<file path="src/rtl/intc_pkg.sv">
// Shared types and helpers for the N-source interrupt controller.
package intc_pkg;

    typedef enum logic [1:0] {IDLE, REQ, ACK} state_t;

    // Source index width: ceil(log2(n_src)), never narrower than one bit.
    function automatic int id_width(input int n_src);
        return (n_src > 1) ? $clog2(n_src) : 1;
    endfunction

endpackage

</file>
<file path="src/rtl/intc_prio_enc.sv">
// Combinational find-first-set: reports whether any request is active and the lowest active index.
module intc_prio_enc
    import intc_pkg::*;
#(
    parameter int N_SRC = 4,
    parameter int ID_W  = id_width(N_SRC)
) (
    input  logic [N_SRC-1:0] i_req,
    output logic             o_valid,
    output logic [ID_W-1:0]  o_idx
);

    always_comb begin
        // NOTE: every output gets a default first so no path through the block leaves a latch.
        o_valid = |i_req;
        o_idx   = '0;
        // Scan downward so the lowest set index is the last one written.
        for (int i = N_SRC - 1; i >= 0; i--) begin
            if (i_req[i]) begin
                o_idx = ID_W'(i);
            end
        end
    end

endmodule

</file>
<file path="src/rtl/intc_nch.sv">
// N-source interrupt controller: sticky pending latches, fixed priority, irq/iack handshake FSM.
// Optional per-source mask port enabled by defining INTC_MASK_EN.
module intc_nch
    import intc_pkg::*;
#(
    parameter int                N_SRC      = 4,
    parameter int                ADDR_W     = 32,
    parameter logic [ADDR_W-1:0] VEC_BASE   = ADDR_W'(32'h0000_0100),
    parameter logic [ADDR_W-1:0] VEC_STRIDE = ADDR_W'(32'h0000_0010),
    localparam int               ID_W       = id_width(N_SRC)
) (
    input  logic              clk,
    input  logic              rst,
    input  logic [N_SRC-1:0]  done,
    input  logic              iack,
    output logic              irq,
    output logic [ADDR_W-1:0] PC_handler,
    output logic [ID_W-1:0]   irq_id,
    output logic [N_SRC-1:0]  pending
`ifdef INTC_MASK_EN
    ,
    input  logic [N_SRC-1:0]  mask
`endif
);

    state_t              r_state;
    logic                r_irq;
    logic [ID_W-1:0]     r_irq_id;
    logic [ADDR_W-1:0]   r_pc;
    logic [N_SRC-1:0]    r_pending;

    logic [N_SRC-1:0]    w_eligible;
    logic [N_SRC-1:0]    w_clr;
    logic                w_win_valid;
    logic [ID_W-1:0]     w_win_idx;
    logic [ADDR_W-1:0]   w_vec;

`ifdef INTC_MASK_EN
    // Masked sources keep latching but cannot win arbitration.
    assign w_eligible = r_pending & ~mask;
`else
    assign w_eligible = r_pending;
`endif

    intc_prio_enc #(
        .N_SRC (N_SRC),
        .ID_W  (ID_W)
    ) u_prio (
        .i_req   (w_eligible),
        .o_valid (w_win_valid),
        .o_idx   (w_win_idx)
    );

    // Handler address wraps modulo 2^ADDR_W by truncation to the vector width.
    assign w_vec = VEC_BASE + ADDR_W'(w_win_idx) * VEC_STRIDE;
    assign w_clr = (r_state == REQ && iack) ? (N_SRC'(1) << r_irq_id) : '0;

    // A new request in the acknowledge cycle re-sets the bit being cleared.
    always_ff @(posedge clk) begin
        // NOTE: sequential state uses non-blocking assignments so every register samples pre-edge values.
        if (!rst) begin
            r_pending <= '0;
        end else begin
            r_pending <= (r_pending & ~w_clr) | done;
        end
    end

    always_ff @(posedge clk) begin
        if (!rst) begin
            r_state  <= IDLE;
            r_irq    <= 1'b0;
            r_irq_id <= '0;
            r_pc     <= '0;
        end else begin
            case (r_state)
                IDLE: begin
                    if (w_win_valid) begin
                        r_irq_id <= w_win_idx;
                        r_pc     <= w_vec;
                        r_irq    <= 1'b1;
                        r_state  <= REQ;
                    end
                end
                REQ: begin
                    if (iack) begin
                        r_irq   <= 1'b0;
                        r_state <= ACK;
                    end
                end
                ACK: begin
                    if (!iack) begin
                        r_state <= IDLE;
                    end
                end
                default: r_state <= IDLE;
            endcase
        end
    end

    assign irq        = r_irq;
    assign irq_id     = r_irq_id;
    assign PC_handler = r_pc;
    assign pending    = r_pending;

endmodule
</file>
<file path="config.mk">
export PLATFORM = sky130hd
export DESIGN_NAME = intc_nch
export DESIGN_NICKNAME = d
export VERILOG_FILES = /design/src/rtl/intc_pkg.sv /design/src/rtl/intc_prio_enc.sv /design/src/rtl/intc_nch.sv
export SDC_FILE = /design/constraint.sdc
export NUM_CORES = 1
export LEC_CHECK = 0
export BUFFER_PORTS_ARGS = -buffer_cell sky130_fd_sc_hd__buf_4
export CAP_MARGIN = 20
export CELL_PAD_IN_SITES_DETAIL_PLACEMENT = 0
export CELL_PAD_IN_SITES_GLOBAL_PLACEMENT = 1
export CORE_MARGIN = 3
export CORE_UTILIZATION = 28
export CTS_CLUSTER_DIAMETER = 60
export DETAILED_ROUTE_END_ITERATION = 8
export PLACE_DENSITY_LB_ADDON = 0.1
export SLEW_MARGIN = 10
export SYNTH_ARGS = -nofsm -noshare
export SYNTH_HDL_FRONTEND = slang
export SYNTH_SLANG_ARGS = --single-unit
</file>
<file path="constraint.sdc">
create_clock -name clk -period 1.8 [get_ports clk]
set_clock_uncertainty 0.2 [all_clocks]
set_input_delay 0.09 -clock clk [delete_from_list [all_inputs] [get_ports clk]]
set_output_delay 0.09 -clock clk [all_outputs]
set_load 0.01 [all_outputs]
</file>
After elaboration in Yosys (flattened, before gate mapping)
Cells that the tools add are included.

storage, ports and cells
  word-level logic and storage cells = 34
  bits in registers = 41

cells by class
  shifts and indexed selects = 1
  $add $sub $neg = 1
  eq/ne operators = 5
  bitwise gates (word level) = 3
  mux-type cells = 12
  reductions and logical operators = 7

operators by type and width
  operator                                                count
  two-way mux 2 bit                                       7
  adder 9 x 6 -> 10 bit (first input constant)            1
  case mux 2 bit (3 select lines)                         1
  AND reduction 3 bit                                     2
  AND 4 bit                                               1
  two-way mux 4 bit                                       1
  inequality test 2 bit (second input constant)           2
  NOT 4 bit                                               1
  OR 4 bit                                                1
  OR reduction 4 bit                                      1
  left shift 1 x 2 -> 4 bit (first input constant)        1
  equality test 2 x 1 -> 1 bit (second input constant)    1
  equality test 2 bit (second input constant)             1
  logical NOT 2 bit                                       1
  two-way mux 1 bit                                       2
  inequality test 2 x 1 -> 1 bit (second input constant)  1
  case mux 1 bit (2 select lines)                         1
  AND reduction 2 bit                                     1
  nonzero test 2 bit                                      1
  logical AND 1 bit                                       1

Logic depth before layout (Yosys ltp)
  word-level depth = 6
  depth in mapped cells = 3
  depth with buffers taken out = 3

Modules after synthesis
Synthesis repeated with hierarchy kept, for this count alone.

unflattened totals
  cells, all modules = 84
  area total of the unflattened synthesis = 660.6 µm²

by module, submodules not included
  module         area an instance (µm²)  cells each  sequential area each (µm²)  times used
  intc_nch       625.6                   77          200.2                       1
  intc_prio_enc  35.0                    7           0.0                         1

Least setup slack after synthesis
OpenSTA, ideal clock, no wires.

  kind = register -> register
  from = register r_pending[2], in the netlist pending[2]
  to = register r_irq_id[0], in the netlist irq_id[0]
  stages on the path, launching flop included = 4
  data arrival time = 0.881 ns
  path slack = 0.600 ns
  required time = 1.481 ns
  library setup time = 0.119 ns
  path through = dfxtp_1 > nor2_1 > a21oi_4 > o221a_1

on the way
  cells in the longest elaborated chain, start to end = 3
  elaborated cells between the ends (all ways) = 5

ends and longest elaborated chain
  element                          RTL line             source
  from (decl)                      intc_nch.sv:30       logic [N_SRC-1:0] r_pending;
  from (signal assigned)           intc_nch.sv:64       r_pending <= (r_pending & ~w_clr) | done;
  two-way mux 2 bit (3 in series)  intc_prio_enc.sv:19  if (i_req[i]) begin
  to (signal assigned)             intc_nch.sv:78       r_irq_id <= w_win_idx;
  to (decl)                        intc_nch.sv:28       logic [ID_W-1:0] r_irq_id;

Parallel ways exist; a longest one is shown, timed or not.
A chain may end at the register's enable or synchronous reset.

Final worst setup path
  from = input port iack
  to = register r_pending[3], in the netlist pending[3]

on the way
  cells in the longest elaborated chain, start to end = 5

ends and longest elaborated chain
  element            RTL line        source
  from (decl)        intc_nch.sv:15  input logic iack,
  logical AND 1 bit  intc_nch.sv:56  assign w_clr = (r_state == REQ && iack) ? (N_SRC'(1) << r_irq_id) : '0;
  two-way mux 4 bit  intc_nch.sv:56
  NOT 4 bit          intc_nch.sv:64
  AND 4 bit          intc_nch.sv:64
  OR 4 bit           intc_nch.sv:64

Every way passes these cells.

==> results.toml <==
[status]
status = "finished clean"

[floorplanning]
rows = 16
die_x_um = 53.65
die_area_sq_um = 2878
ios = 46
initial_core_util_pct = 30.83
core_area_sq_um = 2062
die_y_um = 53.65

[worst_setup_path]
path_delay_family = "buffers and inverters"
timing.critical_path.to_type = "register"
cp_max_fo = 3
r2r_slack_ns = 0.08
critical_path_arrival_ns = 1.71
cpMostUsedCell = "dlygate4sd3_1"
setup.worst_path.start_class = "input pin"
crit_path_max_incr_delay_ns = 0.57
timing.rr.start = "r_state[1]$_SDFFE_PN0P_"
crit_slowest_cell = "dlygate4sd3_1"
crit_chain = "dlygate4sd3_1 -> buf_4 -> nand3b_1 -> nor2_1 -> a31oi_1 -> dlygate4sd3_1"
path_buf_inv = 3
cp_data_required_time_ns = 1.76
r2r_end = "pending[3]$_SDFF_PN0_"
path_class = "in2reg"
rr_worst_depth = 4

[route]
vias = 485
routedWlPerCell_um = 9.643
drc = 0
ant_nets = 0
dr.pass1.iters = 2
first_iter_violations = 5
avgViaCountPerCell = 3.760
finalWirelength_um = 1244

[place]
dp.cells = 114
dp_hpwl_um = 870.5
gp_congestion = 0.6848
portBuffers = 16

[cells_and_area]
area_growth_pct = 26.57
final_cell_mix = "conb_1 (29), buf_4 (16), dlygate4sd3_1 (11), dfxtp_1 (10), nor2_1 (6)"
fillers = 224
final_common_cell = "conb_1"
utilization_pct = 39.02
diodes = 0
drive_above_1_share_pct = 21.57
final_nets = 110
stdcell_count = 129

[timing]
period_needed_ns = 1.753
finalHoldViolCount = 0
fmax_mhz = 570.4
final_max_slew_viol_count = 0
setup-violations-final = 0
period_share_pct = 97.40
rsz0062_at_grt = "true"

[grt]
gr-usage-all-layers_pct = 9.516
antenna_found_initial = 0
grt-ovfl-total = 0
grt_pass1_wl_um = 1856
grt_max_degree = 11
grt_pass1_vias = 426

[cts]
clk_latency_ns = 0.27
clk_path_buf_depth = 2
numCtsBuffers = 3
clk_pin_slew_ns = 0.07
h-tree-depth = 1
clock_sinks = 10
post-cts-setup-buffer-count = 0
cts_root_buf = "clkbuf_4"
cts_tree = "yes"

[pwr]
peakVddDrop_v = 0.0004526
p_total_w = 0.0006528
powerDensity_nw_per_um2 = 811.4
p_leak_nw = 0.4196

[run]
max-cap-violations = 0

[logic_synthesis]
syn_area_sq_um = 635.6
synthCells = 75
ys_warn_count = 0
synth.distinct_cells = 20
seq_area_frac_synth_pct = 31.50
synth_seq_cells = 10
syn_avg_cell_area_sq_um = 8.475

[worst_hold_path]
worst_hold_path_type = "reg2reg"
holdCritStartpoint = "PC_handler[8]$_SDFFE_PN0P_"
min_to = "PC_handler[8]$_SDFFE_PN0P_"
hold_depth = 1
-- synthesized netlist by cell type --
master     n  area, sq um
dfxtp_1   10        200.2
nand3b_1   1        7.510
o21a_1     3        22.52
o21ai_1    1        5.000
clkbuf_1   1        3.750
o211a_1    1        10.01
inv_1      4        15.01
buf_4     31        232.7
nor3b_1    1        7.510
o21ai_0    4        20.02
o221a_1    1        11.26
and3_1     1        6.260
a31oi_1    2        12.51
xor2_1     1        8.760
a21oi_1    3        15.01
or2_4      1        8.760
and2_0     1        6.260
a21oi_4    1        16.27
conb_1     1        3.750
nor2_1     6        22.52
-- repair_timing --
action,in CTS,in global routing
resized for setup,0,0
hold buffers,11,0
endpoints found under the setup margin,0,2
endpoints found under the hold margin,10,0
-- kinds of logic after synthesis --
kind of cell           Yosys count  share of synthesized area [%]
buffers and inverters           36                          39.57
AO/OA/AOI/OAI                   16                          17.72
other                            1                         0.5900
AND/OR/NAND/NOR                 11                          9.254
flip-flops                      10                          31.50
XOR/XNOR                         1                          1.378
-- stage by stage --
| step | hold slack (ns) | instance area, sq um | TNS [ns] | setup slack [ns] |
|---|---|---|---|---|
| after global routing | 0.3091 | 804.5 | -0.02326 | -0.02024 |
| after floorplan | 0.03592 | 740.7 | 0 | 0.5999 |
| after CTS | 0.2825 | 804.5 | 0 | 0.08557 |
| final | 0.2757 | 804.5 | 0 | 0.04688 |
| after detailed placement | 0.1452 | 658.1 | 0 | 0.5454 |
| after global placement | 0.1384 | 658.1 | 0 | 0.5413 |
-- registers in the layout (all words and copies together), names as in the netlist --
signal,cells
r_state,2
irq,1
pending,4
irq_id,1
PC_handler,2
-- final cells by class --
class | count | area, sq um | share of cell area (%)
multi-input combinational | 57 | 289.0 | 35.93
sequential | 10 | 200.2 | 24.88
timing repair buffer | 27 | 230.2 | 28.62
clock buffer | 4 | 36.28 | 4.510
tap | 27 | 33.78 | 4.199
inverter | 4 | 15.01 | 1.866
-- worst max path at each step --
stage | to | cells past startpoint | slack (ns) | from
3_5_place_dp | irq_id[0]$_SDFFE_PN0P_ | 3 | 0.55 | pending[2]$_SDFF_PN0_
4_1_cts | pending[3]$_SDFF_PN0_ | 6 | 0.09 | iack
2_1_floorplan | irq_id[0]$_SDFFE_PN0P_ | 3 | 0.60 | pending[2]$_SDFF_PN0_
5_1_grt | pending[3]$_SDFF_PN0_ | 6 | -0.02 | iack
6_report | pending[3]$_SDFF_PN0_ | 6 | 0.05 | iack
3_3_place_gp | irq_id[0]$_SDFFE_PN0P_ | 3 | 0.54 | pending[2]$_SDFF_PN0_
-- power by group --
group	switching, W	leakage (nW)	total (W)	internal [W]
Combinational	0.0000907	0.315	0.000180	0.0000893
Sequential	0.0000236	0.0834	0.000269	0.000245
Clock	0.0000810	0.0210	0.000204	0.000123
-- per-layer routing --
metal  vias to the layer above  wire length, um  track usage, %
met1                       218              460           9.833
met3                         0              134           5.817
met4                         0                0           2.553
met5                         -                0               0
li1                        238                -               -
met2                        29              648           16.12
Note: power is estimated with default switching activity, not from simulation.
